===== config.mk =====
export PLATFORM = sky130hd
export DESIGN_NAME = cpu_exec_sched
export DESIGN_NICKNAME = d
export VERILOG_FILES = /design/src/rtl/cpu_exec_sched.sv
export SDC_FILE = /design/constraint.sdc
export NUM_CORES = 1
export LEC_CHECK = 0
export ABC_AREA = 1
export ABC_CLOCK_PERIOD_IN_PS = 2200
export BUFFER_PORTS_ARGS = -buffer_cell sky130_fd_sc_hd__buf_2
export CAP_MARGIN = 20
export CORE_ASPECT_RATIO = 0.6
export CORE_UTILIZATION = 51
export DETAILED_ROUTE_END_ITERATION = 10
export HOLD_SLACK_MARGIN = 0.05
export PLACE_DENSITY = 0.86
export SYNTH_ARGS = -nofsm -noshare
export SYNTH_HDL_FRONTEND = slang
export SYNTH_SLANG_ARGS = --single-unit

===== constraint.sdc =====
create_clock -name clk_i -period 2.2 [get_ports clk_i]
set_clock_uncertainty 0.05 [all_clocks]
set_input_delay 0.55 -clock clk_i [delete_from_list [all_inputs] [get_ports clk_i]]
set_output_delay 0.55 -clock clk_i [all_outputs]
set_load 0.02 [all_outputs]

===== src/rtl/cpu_exec_sched.sv =====
// Queued opcode scheduler: FIFO of 4-bit opcodes issued one at a time to the control FSM.
// Optional flag-based stop on completion is enabled by defining CPU_SCHED_FLAG_STOP_EN.
module cpu_exec_sched #(
  parameter int DEPTH = 8,
  parameter logic [3:0] HALT_OP = 4'hF
) (
  input  logic                     clk_i,
  input  logic                     rst_i,
  input  logic                     push_valid_i,
  input  logic [3:0]               push_op_i,
  output logic                     push_ready_o,
  input  logic                     run_i,
  input  logic                     abort_i,
  input  logic                     clear_i,
  output logic                     issue_valid_o,
  output logic [3:0]               issue_op_o,
  input  logic                     issue_ready_i,
  input  logic                     exec_done_i,
  input  logic [3:0]               flags_i,
`ifdef CPU_SCHED_FLAG_STOP_EN
  input  logic [3:0]               stop_mask_i,
  output logic                     stop_hit_o,
`endif
  output logic                     busy_o,
  output logic                     halted_o,
  output logic [$clog2(DEPTH):0]   fifo_count_o,
  output logic [7:0]               exec_count_o
);

  localparam int AW = $clog2(DEPTH);
  localparam int CW = AW + 1;
  localparam logic [CW-1:0] FULL_COUNT = CW'(DEPTH);

  typedef enum logic [2:0] {S_IDLE, S_FETCH, S_ISSUE, S_WAIT, S_HALT} state_t;

  state_t          state_q, state_d;
  logic [3:0]      mem [DEPTH];
  logic [AW-1:0]   wr_ptr, rd_ptr;
  logic [CW-1:0]   count_q;
  logic [3:0]      op_q;
  logic [7:0]      exec_q;
  logic [3:0]      head;
  logic            clear_ok, push_acc, pop, done_acc, stop_now;

  assign head         = mem[rd_ptr];
  assign clear_ok     = clear_i && (state_q == S_IDLE || state_q == S_HALT);
  assign push_ready_o = (count_q != FULL_COUNT);
  assign push_acc     = push_valid_i && push_ready_o && !clear_ok;
  assign pop          = (state_q == S_FETCH);
  assign done_acc     = (state_q == S_WAIT) && exec_done_i && !abort_i;

`ifdef CPU_SCHED_FLAG_STOP_EN
  logic stop_hit_q;
  assign stop_now   = done_acc && ((flags_i & stop_mask_i) != 4'b0000);
  assign stop_hit_o = stop_hit_q;

  always_ff @(posedge clk_i) begin
    if (rst_i)                    stop_hit_q <= 1'b0;
    else if (stop_now)            stop_hit_q <= 1'b1;
    else if (run_i || clear_ok)   stop_hit_q <= 1'b0;
  end
`else
  logic unused_flags;
  assign unused_flags = ^flags_i;
  assign stop_now     = 1'b0;
`endif

  always_comb begin
    state_d = state_q;
    case (state_q)
      S_IDLE, S_HALT: begin
        if (clear_ok)                        state_d = S_IDLE;
        else if (run_i && count_q != '0)     state_d = S_FETCH;
      end
      S_FETCH: state_d = (head == HALT_OP) ? S_HALT : S_ISSUE;
      S_ISSUE: if (issue_ready_i) state_d = S_WAIT;
      S_WAIT: begin
        if (exec_done_i) begin
          if (stop_now)                          state_d = S_HALT;
          else if (count_q != '0 || push_acc)    state_d = S_FETCH;
          else                                   state_d = S_HALT;
        end
      end
      default: state_d = S_IDLE;
    endcase
    // Abort overrides every in-flight transition, including a same-cycle handshake.
    if (abort_i && (state_q == S_FETCH || state_q == S_ISSUE || state_q == S_WAIT))
      state_d = S_HALT;
  end

  always_ff @(posedge clk_i) begin
    if (rst_i) begin
      state_q <= S_IDLE;
      wr_ptr  <= '0;
      rd_ptr  <= '0;
      count_q <= '0;
      op_q    <= '0;
      exec_q  <= '0;
    end else begin
      state_q <= state_d;
      if (pop) op_q <= head;
      if (clear_ok) begin
        wr_ptr  <= '0;
        rd_ptr  <= '0;
        count_q <= '0;
        exec_q  <= '0;
      end else begin
        if (push_acc) wr_ptr <= wr_ptr + AW'(1);
        if (pop)      rd_ptr <= rd_ptr + AW'(1);
        if (push_acc && !pop)      count_q <= count_q + CW'(1);
        else if (!push_acc && pop) count_q <= count_q - CW'(1);
        if (done_acc && exec_q != 8'hFF) exec_q <= exec_q + 8'd1;
      end
    end
  end

  always_ff @(posedge clk_i) begin
    if (push_acc) mem[wr_ptr] <= push_op_i;
  end

  assign issue_valid_o = (state_q == S_ISSUE);
  assign issue_op_o    = issue_valid_o ? op_q : 4'h0;
  assign busy_o        = (state_q == S_FETCH) || (state_q == S_ISSUE) || (state_q == S_WAIT);
  assign halted_o      = (state_q == S_HALT);
  assign fifo_count_o  = count_q;
  assign exec_count_o  = exec_q;

endmodule


Word-level counts from Yosys, hierarchy flattened
Memories as Yosys holds them, arrays and structs flattened. A register that Yosys moved wholly into a read port is not among the register bits.
Index checks and enable logic that the tools add are counted.
{"block": "classes", "n_addsub": 5, "n_eq_ne": 13, "n_mux": 15, "n_reduce_logical": 26}
{"cell": "2-to-1 mux 3 bit", "count": 9}
{"cell": "2-to-1 mux 4 bit", "count": 3}
{"cell": "one-hot mux 3 bit (4 select lines)", "count": 1}
{"cell": "logical AND 1 bit", "count": 10}
{"cell": "adder 8 x 1 -> 8 bit (second input constant)", "count": 1}
{"cell": "!= test 4 bit (second input constant)", "count": 2}
{"cell": "!= test 8 bit (second input constant)", "count": 1}
{"cell": "adder 3 x 1 -> 3 bit (second input constant)", "count": 2}
{"cell": "equality test 3 x 2 -> 1 bit (second input constant)", "count": 2}
{"cell": "AND reduction 3 bit", "count": 2}
{"cell": "OR reduction 2 bit", "count": 3}
{"cell": "adder 4 x 1 -> 4 bit (second input constant)", "count": 1}
{"cell": "equality test 4 bit (second input constant)", "count": 1}
{"cell": "zero test 1 bit", "count": 4}
{"cell": "logical OR 1 bit", "count": 4}
{"cell": "nonzero test 4 bit", "count": 1}
{"cell": "subtractor 4 x 1 -> 4 bit (second input constant)", "count": 1}
{"cell": "equality test 3 x 1 -> 1 bit (second input constant)", "count": 1}
{"cell": "equality test 3 bit (second input constant)", "count": 1}
{"cell": "zero test 3 bit", "count": 1}
{"cell": "!= test 3 x 1 -> 1 bit (second input constant)", "count": 1}
{"cell": "!= test 3 x 2 -> 1 bit (second input constant)", "count": 1}
{"cell": "!= test 3 bit (second input constant)", "count": 1}
{"cell": "2-to-1 mux 1 bit", "count": 2}
{"cell": "other kinds (3)", "count": 3}
{"block": "totals", "regBits": 25, "ramBits": 32, "inputBits": 16, "out_inout_bits": 20, "wordCells": 67, "memories": 1}
{"memory": "mem", "words": 8, "word_bits": 4, "read_ports": 1, "rd_clocked_by_memory_dff": 1, "wr": 1, "line_no": "37", "rtl": "logic [3:0] mem [DEPTH];"}

Depth between registers and ports, before layout
Gate-level depths: netlist of the first run.
{"block": "logic_depth", "ltp_word": 10, "mapped_depth": 14, "depth_no_buf": 14}

Worst setup path before layout of the first run
OpenSTA, ideal clock, no wires.
{"block": "synth_path", "kind": "register -> register", "startpoint": "register count_q[0] (netlist: fifo_count_o[0])", "endpoint": "register count_q[3] (netlist: fifo_count_o[3])", "setup_ps": 119, "t_arrival_ps": 2351, "required_time_ps": 2031, "path_slack_ps": -321, "stages_incl_launch_ff": 15, "n_path_buf": 0, "period_less_slack_ps": 2521, "cell_sequence": "dfxtp_1 -> nor2_1 -> nand3_1 -> nand3_1 -> inv_1 -> ha_1 -> inv_1 -> ha_1 -> a21o_1 -> a21oi_1 -> nor2_1 -> nor2_1 -> nand2_1 -> o21ai_0 -> a21oi_1"}
{"block": "synth_between", "elab_chain_cells": 6, "word_cells_on_any_way": 11, "classes_between": "2 x add/sub; 1 x eq/ne; 2 x mux; 6 x reduce/logical"}
{"item": "start, declared", "line_no": "39", "rtl": "logic [CW-1:0] count_q;"}
{"item": "start signal, assigned", "line_no": "110", "rtl": "if (push_acc && !pop) count_q <= count_q + CW'(1);"}
{"item": "start signal, assigned", "line_no": "111", "rtl": "else if (!push_acc && pop) count_q <= count_q - CW'(1);"}
{"item": "!= test 4 bit *", "line_no": "47", "rtl": "assign push_ready_o = (count_q != FULL_COUNT);"}
{"item": "named net push_ready_o", "line_no": "11", "rtl": "output logic push_ready_o,"}
{"item": "logical AND 1 bit * (2 in series)", "line_no": "48", "rtl": "assign push_acc = push_valid_i && push_ready_o && !clear_ok;"}
{"item": "named net push_acc", "line_no": "43", "rtl": "logic clear_ok, push_acc, pop, done_acc, stop_now;"}
{"item": "zero test 1 bit", "line_no": "111"}
{"item": "logical AND 1 bit", "line_no": "111"}
{"item": "nonzero test 2 bit (no source line)"}
The timed path passes the listed nets; every way through them passes the cells marked *. The select of a mux whose other input is x is not followed.
A chain may end at the register's enable or synchronous reset.

Worst setup path after layout of the first run
{"block": "layout_path", "startpoint": "register count_q[1] (netlist: fifo_count_o[1])", "endpoint": "register count_q[3] (netlist: fifo_count_o[3])"}
{"block": "layout_between", "elab_chain_cells": 6, "word_cells_on_any_way": 11, "classes_between": "2 x add/sub; 1 x eq/ne; 2 x mux; 6 x reduce/logical"}
{"item": "!= test 4 bit *", "line_no": "47"}
{"item": "logical AND 1 bit * (2 in series)", "line_no": "48"}
{"item": "named net push_acc", "line_no": "43"}
{"item": "zero test 1 bit", "line_no": "111"}
{"item": "logical AND 1 bit", "line_no": "111"}
{"item": "nonzero test 2 bit (no source line)"}
Marks and branches as above.

==> results.sh, run 1 <==
export IMPL_dpl_worst_slack_ns=-0.270
export IMPL_tritoncts_clock_tree="done"
export IMPL_dpl_wire_length_um=4590
export IMPL_yosys_warning_count=0
export IMPL_outcome="complete, no violations"
export IMPL_max_slew_margin_rel_pct=70.8
export IMPL_grt_overflow_total=0
export IMPL_reg2reg_to="fifo_count_o[3]$_SDFFE_PP0P_"
export IMPL_grt_pass1_wl_um=10300
export IMPL_whs_ns=0.448
export IMPL_route_detailed_vias_per_inst=5.30
export IMPL_max_slew_violations=0
export IMPL_path_cells="nor2_4 -> nand3_4 -> nand3_4 -> inv_2 -> ha_4 -> inv_4 -> ha_4 -> a21o_1 -> a21oi_2 -> nor2_1 -> nor2_1 -> nand2_1 -> o21ai_2 -> a21oi_1"
export IMPL_clock_fmax_mhz=468
export IMPL_flip_flop_and_latch_count_after_synthesis=60
export IMPL_via_count=2379
export IMPL_place_gp_congestion=0.896
export IMPL_antenna_violating_nets_post_route=0
export IMPL_setup_slack_of_the_critical_path_after_layout_ns=0.0624
export IMPL_sink_count_of_the_clock_tree=60
export IMPL_io_buffers=31
export IMPL_nFillCells=380
export IMPL_floorplan_core_area_sq_mm=0.00515
export IMPL_timing_critical_path_arrival_ns=2.31
export IMPL_numCtsBuffers=9
export IMPL_grt_max_degree=20
export IMPL_cp_num_buf_inv=2
export IMPL_chipWidth_um=97.3
export IMPL_clkLatencyLatePin_ns=0.33
export IMPL_drive_above_1_share_pct=23.0
export IMPL_cts_buffer_depth=2
export IMPL_critPathLaunchType="flop"
export IMPL_holdCritStartpoint="wr_ptr[0]$_SDFFE_PP0P_"
export IMPL_clock_tree_htree_level_count=3
export IMPL_timing_critical_path_slowest_cell_delay_ns=0.38
export IMPL_r2r_setup_slack_ns=0.06
export IMPL_final_cycle_share_pct=97.2
export IMPL_cts_clk_slew_worst_paths_ns=0.06
export IMPL_design_portCount=36
export IMPL_wirelength_um=6700
export IMPL_initial_util_pct=53.9
export IMPL_nets=401
export IMPL_detail_route_first_pass_iterations=5
export IMPL_floorplan_die_area_sq_mm=0.00576
export IMPL_whs_endpoint="wr_ptr[0]$_SDFFE_PP0P_"
export IMPL_critical_path_top_delay_family="simple AND/OR/NAND/NOR gates"
export IMPL_fp_row_count=20
export IMPL_postSynthAreaPerCell_sq_um=8.55
export IMPL_unrepaired_setup_endpoints_after_global_routing="yes"
export IMPL_placedInstanceArea_sq_mm=0.00311
export IMPL_worst_slew_pin_transition_ns=0.437
export IMPL_p_leak_nw=1.52
export IMPL_cp_required_ns=2.37
export IMPL_tns_ns=0
export IMPL_synth_yosys_seq_area_share_pct=54.7
export IMPL_end_kind="flop"
export IMPL_detail_route_iter0_violations=241
export IMPL_first_global_vias=2115
export IMPL_flow_area_growth_from_synthesis_pct=21.7
export IMPL_largest_voltage_drop_on_the_vdd_net_mv=0.480
export IMPL_insertedDiodeCount=0
export IMPL_holdPathStages=2
export IMPL_cp_max_stage_cell="sky130_fd_sc_hd__dfxtp_4"
export IMPL_die_h_um=59.2
export IMPL_worst_hold_path_type="reg -> reg"
export IMPL_grt_total_usage_pct=23.8
export IMPL_ff2ff_path_depth=14
export IMPL_finalInstanceArea_sq_mm=0.00338
export IMPL_hold_buffers=0
export IMPL_setup_viol=0
export IMPL_finalCriticalPeriod_ns=2.14
export IMPL_routedWlPerCell_um=14.9
export IMPL_cp_max_fo=5
export IMPL_clock_root_buffer="sky130_fd_sc_hd__clkbuf_8"
export IMPL_number_of_max_cap_violations=0
export IMPL_timing_rr_start="fifo_count_o[1]$_SDFFE_PP0P_"
export IMPL_route_detailed_drc=0
export IMPL_synth_nets=348
export IMPL_areal_power_density_over_the_cells_mw_per_mm2=912
export IMPL_worst_setup_path_type="reg -> reg"
export IMPL_netlist_cell_type_count=28
export IMPL_synthCells=325
export IMPL_hold_vio_cnt_final=0
export IMPL_synth_area_sq_mm=0.00278
export IMPL_antenna_found_initial=0
[through the flow]
stage	utilization [%]	total power, mW	cells
6_report	65.7	3.09	449
5_1_grt	65.7	3.23	449
4_1_cts	64.3	3.00	446
3_5_place_dp	60.4	2.08	429
3_3_place_gp	60.4	2.04	429
2_1_floorplan	-	1.83	325
[synthesized netlist by cell type]
master | count | area (sq um)
sky130_fd_sc_hd__a21o_1 | 1 | 7.51
sky130_fd_sc_hd__a21oi_1 | 23 | 115
sky130_fd_sc_hd__and3_1 | 1 | 6.26
sky130_fd_sc_hd__buf_2 | 3 | 15.0
sky130_fd_sc_hd__buf_4 | 1 | 7.51
sky130_fd_sc_hd__buf_6 | 1 | 11.3
sky130_fd_sc_hd__clkinv_1 | 1 | 3.75
sky130_fd_sc_hd__dfxtp_1 | 28 | 561
sky130_fd_sc_hd__edfxtp_1 | 32 | 961
sky130_fd_sc_hd__fa_1 | 1 | 20.0
sky130_fd_sc_hd__ha_1 | 6 | 75.1
sky130_fd_sc_hd__inv_1 | 58 | 218
sky130_fd_sc_hd__inv_2 | 2 | 7.51
sky130_fd_sc_hd__nand2_1 | 65 | 244
sky130_fd_sc_hd__nand2_2 | 3 | 18.8
sky130_fd_sc_hd__nand3_1 | 28 | 140
sky130_fd_sc_hd__nand4_1 | 3 | 18.8
sky130_fd_sc_hd__nor2_1 | 38 | 143
sky130_fd_sc_hd__nor2_4 | 2 | 22.5
sky130_fd_sc_hd__nor3_1 | 1 | 5.00
sky130_fd_sc_hd__nor3_2 | 4 | 40.0
sky130_fd_sc_hd__nor3b_1 | 1 | 7.51
sky130_fd_sc_hd__o21a_1 | 4 | 30.0
sky130_fd_sc_hd__o21ai_0 | 11 | 55.1
sky130_fd_sc_hd__o21ai_1 | 3 | 15.0
sky130_fd_sc_hd__or2_0 | 1 | 6.26
sky130_fd_sc_hd__xnor2_1 | 1 | 8.76
sky130_fd_sc_hd__xor2_1 | 2 | 17.5
[power by group]
part           switching [mW]  internal [mW]  leakage [nW]  total [mW]
clock network           0.403          0.504        0.0932       0.907
registers              0.0728           1.26         0.519        1.34
logic                   0.504          0.339         0.906       0.842
total                   0.979           2.11          1.52        3.09
[routing by layer]
| layer | wire length [um] | up-vias | global-route usage (%) | part of all wire (%) |
|---|---|---|---|---|
| li1 | - | 1143 | - | - |
| met1 | 2900 | 1113 | 32.9 | 43 |
| met5 | 0 | - | 0 | 0 |
| met4 | 94 | 0 | 7.56 | 1.4 |
| met3 | 599 | 19 | 7.19 | 8.9 |
| met2 | 3110 | 104 | 36.8 | 46 |
[how the worst max path moves through the flow]
| stage | start | depth (start not counted) | to | slack, ns |
|---|---|---|---|---|
| finish | fifo_count_o[1]$_SDFFE_PP0P_ | 14 | fifo_count_o[3]$_SDFFE_PP0P_ | 0.06 |
| floorplan | clear_i | 13 | fifo_count_o[3]$_SDFFE_PP0P_ | 0.02 |
| global placement | clear_i | 14 | fifo_count_o[3]$_SDFFE_PP0P_ | -0.13 |
| detailed placement | clear_i | 14 | fifo_count_o[3]$_SDFFE_PP0P_ | -0.27 |
| CTS | fifo_count_o[1]$_SDFFE_PP0P_ | 14 | fifo_count_o[3]$_SDFFE_PP0P_ | 0.01 |
| global route | state_q[0]$_SDFFE_PP0P_ | 13 | fifo_count_o[3]$_SDFFE_PP0P_ | -0.05 |
[layout make-up]
type,instances,area [sq um],area share (%)
Inverter,61,234,6.91
Timing Repair Buffer,47,275,8.13
Sequential cell,60,1530,45.3
Tap cell,66,82.6,2.44
Clock inverter,2,8.76,0.259
Multi-Input combinational cell,199,1080,31.8
Clock buffer,14,174,5.14
[cell families (layout without fill, tap and decap cells)]
logic type	count (synthesis)	in the layout	share of synthesized area, %
xor+xnor	3	3	0.945
simple gates	147	147	23.4
flops	60	60	54.7
compound gates	42	42	8.01
fa+ha+maj	7	7	3.42
buf+inv	66	124	9.45
[tightest hold or removal path, stage by stage, from the launching register on]
cell and delay (ns):
sky130_fd_sc_hd__dfxtp_1 0.33, sky130_fd_sc_hd__nand2_1 0.07, sky130_fd_sc_hd__a21oi_1 0.05
[timing repair]
action | CTS | global route
pin swaps | 1 | 9
setup buffers | 1 | 3
endpoints found under the setup margin | 1 | 1
resized for setup | 7 | 11
[flip-flops by register name, summed over array words and instances (netlist names), named ones only]
signal	flops
mem	32
op_q	4
state_q	3
fifo_count_o	4
rd_ptr	3
wr_ptr	3
exec_count_o	8
[layout by cell type, fill, tap and decap left out, types with 2 or more instances in the layout]
cell type                  synthesis  routed
sky130_fd_sc_hd__nand2_1          65      64
sky130_fd_sc_hd__inv_1            58      54
sky130_fd_sc_hd__nor2_1           38      36
sky130_fd_sc_hd__edfxtp_1         32      32
sky130_fd_sc_hd__buf_2             3      31
sky130_fd_sc_hd__nand3_1          28      26
sky130_fd_sc_hd__dfxtp_1          28      23
sky130_fd_sc_hd__a21oi_1          23      22
sky130_fd_sc_hd__buf_4             1      16
sky130_fd_sc_hd__o21ai_0          11      10
sky130_fd_sc_hd__clkbuf_8          0      10
sky130_fd_sc_hd__nor2_4            2       4
sky130_fd_sc_hd__nand2_2           3       4
sky130_fd_sc_hd__inv_2             2       4
sky130_fd_sc_hd__o21a_1            4       4
sky130_fd_sc_hd__ha_1              6       4
sky130_fd_sc_hd__nor3_2            4       3
sky130_fd_sc_hd__nand4_1           3       3
sky130_fd_sc_hd__o21ai_1           3       3
sky130_fd_sc_hd__clkbuf_1          0       3
sky130_fd_sc_hd__dfxtp_2           0       3
sky130_fd_sc_hd__nand3_4           0       2
sky130_fd_sc_hd__inv_4             0       2
sky130_fd_sc_hd__clkinv_1          1       2
sky130_fd_sc_hd__xor2_1            2       2
sky130_fd_sc_hd__ha_4              0       2
sky130_fd_sc_hd__dfxtp_4           0       2
Power figures use the tool's default switching activity.
==> run 2: changes to the inputs <==
Settings changed: BUFFER_PORTS_ARGS -buffer_cell sky130_fd_sc_hd__buf_2 to unset, CORE_UTILIZATION 51 to 53, DONT_BUFFER_PORTS set to 1, PLACE_DENSITY 0.86 to 0.82.
==> results.sh, run 2 (synthesized netlist as in run 1, its figures left out) <==
export IMPL_placed_cells_incl_taps=400
export IMPL_max_slew_margin_rel_pct=63.5
export IMPL_io_buffers=0
export IMPL_die_h_um=58.1
export IMPL_top_register="mem"
export IMPL_worst_slew_pin_transition_ns=0.547
export IMPL_netSwitchingPower_mw=0.986
export IMPL_clkLatencyLatePin_ns=0.35
export IMPL_nFillCells=355
export IMPL_hold_buffers=0
export IMPL_route_detailed_vias_per_inst=5.44
export IMPL_finalInstanceArea_sq_mm=0.00324
export IMPL_insertedDiodeCount=0
export IMPL_clock_root_buffer="sky130_fd_sc_hd__clkbuf_8"
export IMPL_routedWlPerCell_um=15.9
export IMPL_final_cell_count_no_fill=419
export IMPL_initial_util_pct=57.9
export IMPL_largest_voltage_drop_on_the_vdd_net_mv=0.587
export IMPL_finalCriticalPeriod_ns=2.19
export IMPL_max_slew_violations=0
export IMPL_tns_ns=0
export IMPL_cp_required_ns=2.39
export IMPL_tritoncts_clock_tree="done"
export IMPL_hold_vio_cnt_final=0
export IMPL_flow_area_growth_from_synthesis_pct=16.6
export IMPL_numCtsBuffers=9
export IMPL_grt_max_degree=20
export IMPL_grt_total_usage_pct=26.2
export IMPL_areal_power_density_over_the_cells_mw_per_mm2=945
export IMPL_placedInstanceArea_sq_mm=0.00299
export IMPL_floorplan_core_area_sq_mm=0.00480
export IMPL_mostFrequentLayoutCells="sky130_fd_sc_hd__nand2_1, sky130_fd_sc_hd__inv_1, sky130_fd_sc_hd__nor2_1"
export IMPL_clock_tree_htree_level_count=3
export IMPL_largest_register_ff_count=32
export IMPL_cp_num_buf_inv=3
export IMPL_setup_viol=0
export IMPL_final_core_utilization_pct=67.5
export IMPL_clock_fmax_mhz=458
export IMPL_p_seq_share_pct=43.2
export IMPL_final_cycle_share_pct=99.3
export IMPL_place_gp_congestion=0.803
export IMPL_design_portCount=36
export IMPL_power_frac_comb_pct=26.3
export IMPL_detail_route_iter0_violations=284
export IMPL_route_detailed_drc=0
export IMPL_worst_hold_path_type="in -> reg"
export IMPL_grt_overflow_total=0
export IMPL_cts_buffer_depth=2
export IMPL_timing_critical_path_arrival_ns=2.37
export IMPL_cts_clk_slew_worst_paths_ns=0.07
export IMPL_sink_count_of_the_clock_tree=60
export IMPL_drive_above_1_share_pct=16.9
export IMPL_number_of_max_cap_violations=0
export IMPL_internal_power_mw=2.08
export IMPL_timing_critical_path_slowest_cell_delay_ns=0.37
export IMPL_detail_route_first_pass_iterations=5
export IMPL_end_kind="flop"
export IMPL_nets=374
export IMPL_critPathLaunchType="flop"
export IMPL_antenna_violating_nets_post_route=0
export IMPL_critical_path_top_delay_family="compound AO/OA/AOI/OAI gates"
export IMPL_commonest_non_fill_non_tap_cell_in_the_layout="sky130_fd_sc_hd__nand2_1"
export IMPL_wirelength_um=6650
export IMPL_worst_setup_path_type="reg -> reg"
export IMPL_netSwitchingFraction_pct=32.2
export IMPL_outcome="complete, no violations"
export IMPL_dpl_wire_length_um=4410
export IMPL_via_count=2280
export IMPL_clockPowerShare_pct=30.5
export IMPL_grt_pass1_wl_um=10400
export IMPL_chipWidth_um=95.5
export IMPL_antenna_found_initial=0
export IMPL_cp_max_stage_cell="sky130_fd_sc_hd__dfxtp_2"
export IMPL_cp_max_fo=3
export IMPL_path_cells="inv_2 -> nor3_4 -> inv_1 -> ha_4 -> inv_2 -> ha_4 -> a21o_1 -> a21oi_2 -> nor2_1 -> nor2_1 -> nand2_1 -> o21ai_1 -> a21oi_1"
export IMPL_fin_total_pwr_mw=3.06
export IMPL_floorplan_die_area_sq_mm=0.00555
export IMPL_first_global_vias=2125
export IMPL_fp_row_count=19
export IMPL_p_leak_nw=1.39
## run 2: routing by layer
layer  global-route usage [%]  vias up  wire length, um  part of all wire [%]
met2                     37.0      131             2930                    44
met3                     9.58       15              687                    10
met5                        0        -                0                     0
met1                     36.6     1038             2880                    43
li1                         -     1096                -                     -
met4                     11.1        0              145                   2.2
## run 2: final cells by class
class | count | area, sq um | area share, %
sequential | 60 | 1530 | 47.1
multi-input combinational | 199 | 1070 | 33.1
inverter | 61 | 229 | 7.06
timing repair buffer | 20 | 150 | 4.63
clock buffer | 10 | 128 | 3.94
tap | 63 | 78.8 | 2.43
clock inverter | 6 | 55.1 | 1.70
## run 2: what timing repair did
| item | CTS | global route |
|---|---|---|
| resized for setup | 6 | 6 |
| pin swaps | 1 | 10 |
| setup buffers | 1 | 2 |
| endpoints found under the setup margin | 1 | 1 |
| gates cloned | 0 | 0 |
| endpoints found under the hold margin | 0 | 0 |
## run 2: power groups by stage
stage	Combinational, mW	Clock (mW)	Sequential [mW]
finish	0.807	0.933	1.32
global route	0.890	0.983	1.33
floorplan	0.471	0	1.36
global placement	0.685	0	1.33
detailed placement	0.712	0	1.34
CTS	0.746	0.934	1.32
## run 2: path summary, 6_finish.rpt
check                                             start                           end  slack [ns]  cells past startpoint
worst max-delay path            state_q[0]$_SDFFE_PP0P_  fifo_count_o[3]$_SDFFE_PP0P_        0.01                     13
worst min-delay path                       push_op_i[2]           mem[5][2]$_DFFE_PP_        0.24                      0
worst max register to register  state_q[0]$_SDFFE_PP0P_  fifo_count_o[3]$_SDFFE_PP0P_        0.01                     13
worst min register to register   wr_ptr[0]$_SDFFE_PP0P_        wr_ptr[0]$_SDFFE_PP0P_        0.45                      2
## run 2: metrics by stage
stage	hold slack (ns)	setup slack (ns)
after floorplan	0.413	0.0234
after CTS	0.235	0.0219
after global placement	0.423	0.0225
after detailed placement	0.439	-0.0110
after global routing	0.230	-0.0381
final	0.243	0.0144
==> run 3: changes to the inputs <==
Settings changed: CTS_BUF_LIST set to sky130_fd_sc_hd__clkbuf_2.
==> results.sh, run 3 (synthesized netlist as in run 1, its figures left out) <==
export IMPL_grt_busiest_layer="met1"
export IMPL_routedWlPerCell_um=14.7
export IMPL_cts_clk_slew_worst_paths_ns=0.17
export IMPL_cp_max_fo=7
export IMPL_grt_overflow_total=0
export IMPL_max_slew_violations=0
export IMPL_outcome="complete, no violations"
export IMPL_floorplan_core_area_sq_mm=0.00480
export IMPL_finalInstanceArea_sq_mm=0.00323
export IMPL_clockPowerShare_pct=23.4
export IMPL_internal_power_mw=1.82
export IMPL_die_h_um=58.1
export IMPL_chipWidth_um=95.5
export IMPL_grt_pass1_wl_um=9670
export IMPL_floorplan_die_area_sq_mm=0.00555
export IMPL_clock_tree_htree_level_count=3
export IMPL_timing_rr_start="state_q[0]$_SDFFE_PP0P_"
export IMPL_cts_buffer_depth=2
export IMPL_multiInputGateArea_sq_mm=0.00109
export IMPL_worst_setup_path_type="reg -> out"
export IMPL_area_sequential_sq_mm=0.00153
export IMPL_use_met2_pct=32.4
export IMPL_flow_area_growth_from_synthesis_pct=16.2
export IMPL_route_detailed_vias_per_inst=5.31
export IMPL_nFillCells=361
export IMPL_hold_vio_cnt_final=0
export IMPL_worst_slew_pin_transition_ns=0.545
export IMPL_power_frac_comb_pct=28.9
export IMPL_dpl_wire_length_um=4410
export IMPL_placedInstanceArea_sq_mm=0.00299
export IMPL_whs_ns=0.0823
export IMPL_holdPathStages=0
export IMPL_grt_total_usage_pct=24.3
export IMPL_largest_voltage_drop_on_the_vdd_net_mv=0.487
export IMPL_timing_critical_path_arrival_ns=1.48
export IMPL_via_count=2251
export IMPL_worst_hold_path_type="in -> reg"
export IMPL_ff2ff_path_depth=13
export IMPL_top_register="mem"
export IMPL_initial_util_pct=57.9
export IMPL_route_detailed_drc=0
export IMPL_clock_fmax_mhz=481
export IMPL_whs_endpoint="mem[3][3]$_DFFE_PP_"
export IMPL_r2r_setup_slack_ns=0.12
export IMPL_setup_viol=0
export IMPL_nets=379
export IMPL_end_kind="output pin"
export IMPL_netSwitchingPower_mw=0.956
export IMPL_max_slew_margin_rel_pct=63.7
export IMPL_clock_root_buffer="sky130_fd_sc_hd__clkbuf_2"
export IMPL_finalCriticalPeriod_ns=2.08
export IMPL_detail_route_first_pass_iterations=5
export IMPL_largest_register_ff_count=32
export IMPL_holdCritStartpoint="push_op_i[3]"
export IMPL_first_global_vias=2020
export IMPL_areal_power_density_over_the_cells_mw_per_mm2=859
export IMPL_commonest_non_fill_non_tap_cell_in_the_layout="sky130_fd_sc_hd__nand2_1"
export IMPL_tritoncts_clock_tree="done"
export IMPL_fp_row_count=19
export IMPL_drive_above_1_share_pct=18.8
export IMPL_numCtsBuffers=9
export IMPL_io_buffers=0
export IMPL_critPathLaunchType="flop"
export IMPL_mostFrequentLayoutCells="sky130_fd_sc_hd__nand2_1, sky130_fd_sc_hd__inv_1, sky130_fd_sc_hd__nor2_1, sky130_fd_sc_hd__edfxtp_1, sky130_fd_sc_hd__nand3_1"
export IMPL_p_leak_nw=1.38
export IMPL_reg2reg_to="fifo_count_o[3]$_SDFFE_PP0P_"
export IMPL_netSwitchingFraction_pct=34.4
export IMPL_insertedDiodeCount=0
export IMPL_wirelength_um=6240
export IMPL_met3_usage_pct=11.0
export IMPL_cp_required_ns=1.60
export IMPL_detail_route_iter0_violations=191
export IMPL_final_cycle_share_pct=94.5
export IMPL_clkLatencyLatePin_ns=0.53
export IMPL_design_portCount=36
export IMPL_grt_max_degree=20
export IMPL_met1_track_utilization_from_global_routing_pct=35.3
export IMPL_antenna_violating_nets_post_route=0
export IMPL_sink_count_of_the_clock_tree=60
export IMPL_p_seq_share_pct=47.7
export IMPL_number_of_max_cap_violations=0
export IMPL_antenna_found_initial=0
export IMPL_place_gp_congestion=0.803
[run 3: cell types whose count changed in the layout (fill, tap and decap cells not counted), sizes merged]
cell | before | now
dlygate4sd3 | 0 | 4
buf | 20 | 21
[run 3: final cells by class]
cell class,instances,share of cell area (%)
clock buffer,10,1.55
clock inverter,6,1.70
sequential,60,47.5
timing repair buffer,25,6.12
inverter,61,7.09
multi-input combinational,199,33.6
tap,63,2.44
[run 3: worst max path at each step]
stage,from,end,slack [ns]
2_1_floorplan,clear_i,fifo_count_o[3]$_SDFFE_PP0P_,0.02
3_3_place_gp,clear_i,fifo_count_o[3]$_SDFFE_PP0P_,0.02
3_5_place_dp,clear_i,fifo_count_o[3]$_SDFFE_PP0P_,-0.01
4_1_cts,state_q[2]$_SDFFE_PP0P_,issue_op_o[0],-0.06
5_1_grt,state_q[0]$_SDFFE_PP0P_,fifo_count_o[3]$_SDFFE_PP0P_,-0.004
6_report,state_q[2]$_SDFFE_PP0P_,issue_op_o[2],0.12
[run 3: metal layers]
| layer | vias to the layer above | part of all wire, % | wire [um] |
|---|---|---|---|
| met3 | 11 | 9.3 | 579 |
| met4 | 0 | 1.1 | 67 |
| met1 | 1028 | 47 | 2910 |
| li1 | 1106 | - | - |
| met5 | - | 0 | 0 |
| met2 | 106 | 43 | 2680 |
[run 3: worst max-delay path, stage by stage (launching register included)]
cell	delay, ns
sky130_fd_sc_hd__dfxtp_2	0.37
sky130_fd_sc_hd__buf_4	0.15
sky130_fd_sc_hd__nor2_4	0.11
sky130_fd_sc_hd__nand2_4	0.13
sky130_fd_sc_hd__nor2_4	0.20
[run 3: power groups by stage]
| stage | combinational (mW) | sequential [mW] | clock, mW |
|---|---|---|---|
| after detailed placement | 0.712 | 1.34 | 0 |
| after floorplan | 0.471 | 1.36 | 0 |
| after global placement | 0.685 | 1.33 | 0 |
| after CTS | 0.720 | 1.31 | 0.646 |
| after global routing | 0.895 | 1.33 | 0.700 |
| final | 0.804 | 1.32 | 0.648 |
[run 3: timing repair]
| action | 4_1_cts | 5_1_grt |
|---|---|---|
| hold buffers | 0 | 4 |
| gates resized for setup | 2 | 22 |
| setup buffers | 0 | 4 |
| pin swaps | 0 | 6 |
| setup endpoints to repair | 5 | 7 |
| endpoints found under the hold margin | 0 | 27 |
| gates cloned | 0 | 0 |
[run 3: through the flow]
stage | power (mW) | TNS [ns] | setup WS [ns] | cells | util, %
detailed placement | 2.05 | -0.0110 | -0.0110 | 400 | 62.3
global placement | 2.02 | 0 | 0.0225 | 400 | 62.3
floorplan | 1.83 | 0 | 0.0234 | 325 | -
finish | 2.78 | 0 | 0.121 | 424 | 67.3
CTS | 2.68 | -0.138 | -0.0624 | 416 | 64.6
global route | 2.93 | -0.00439 | -0.00439 | 424 | 67.3
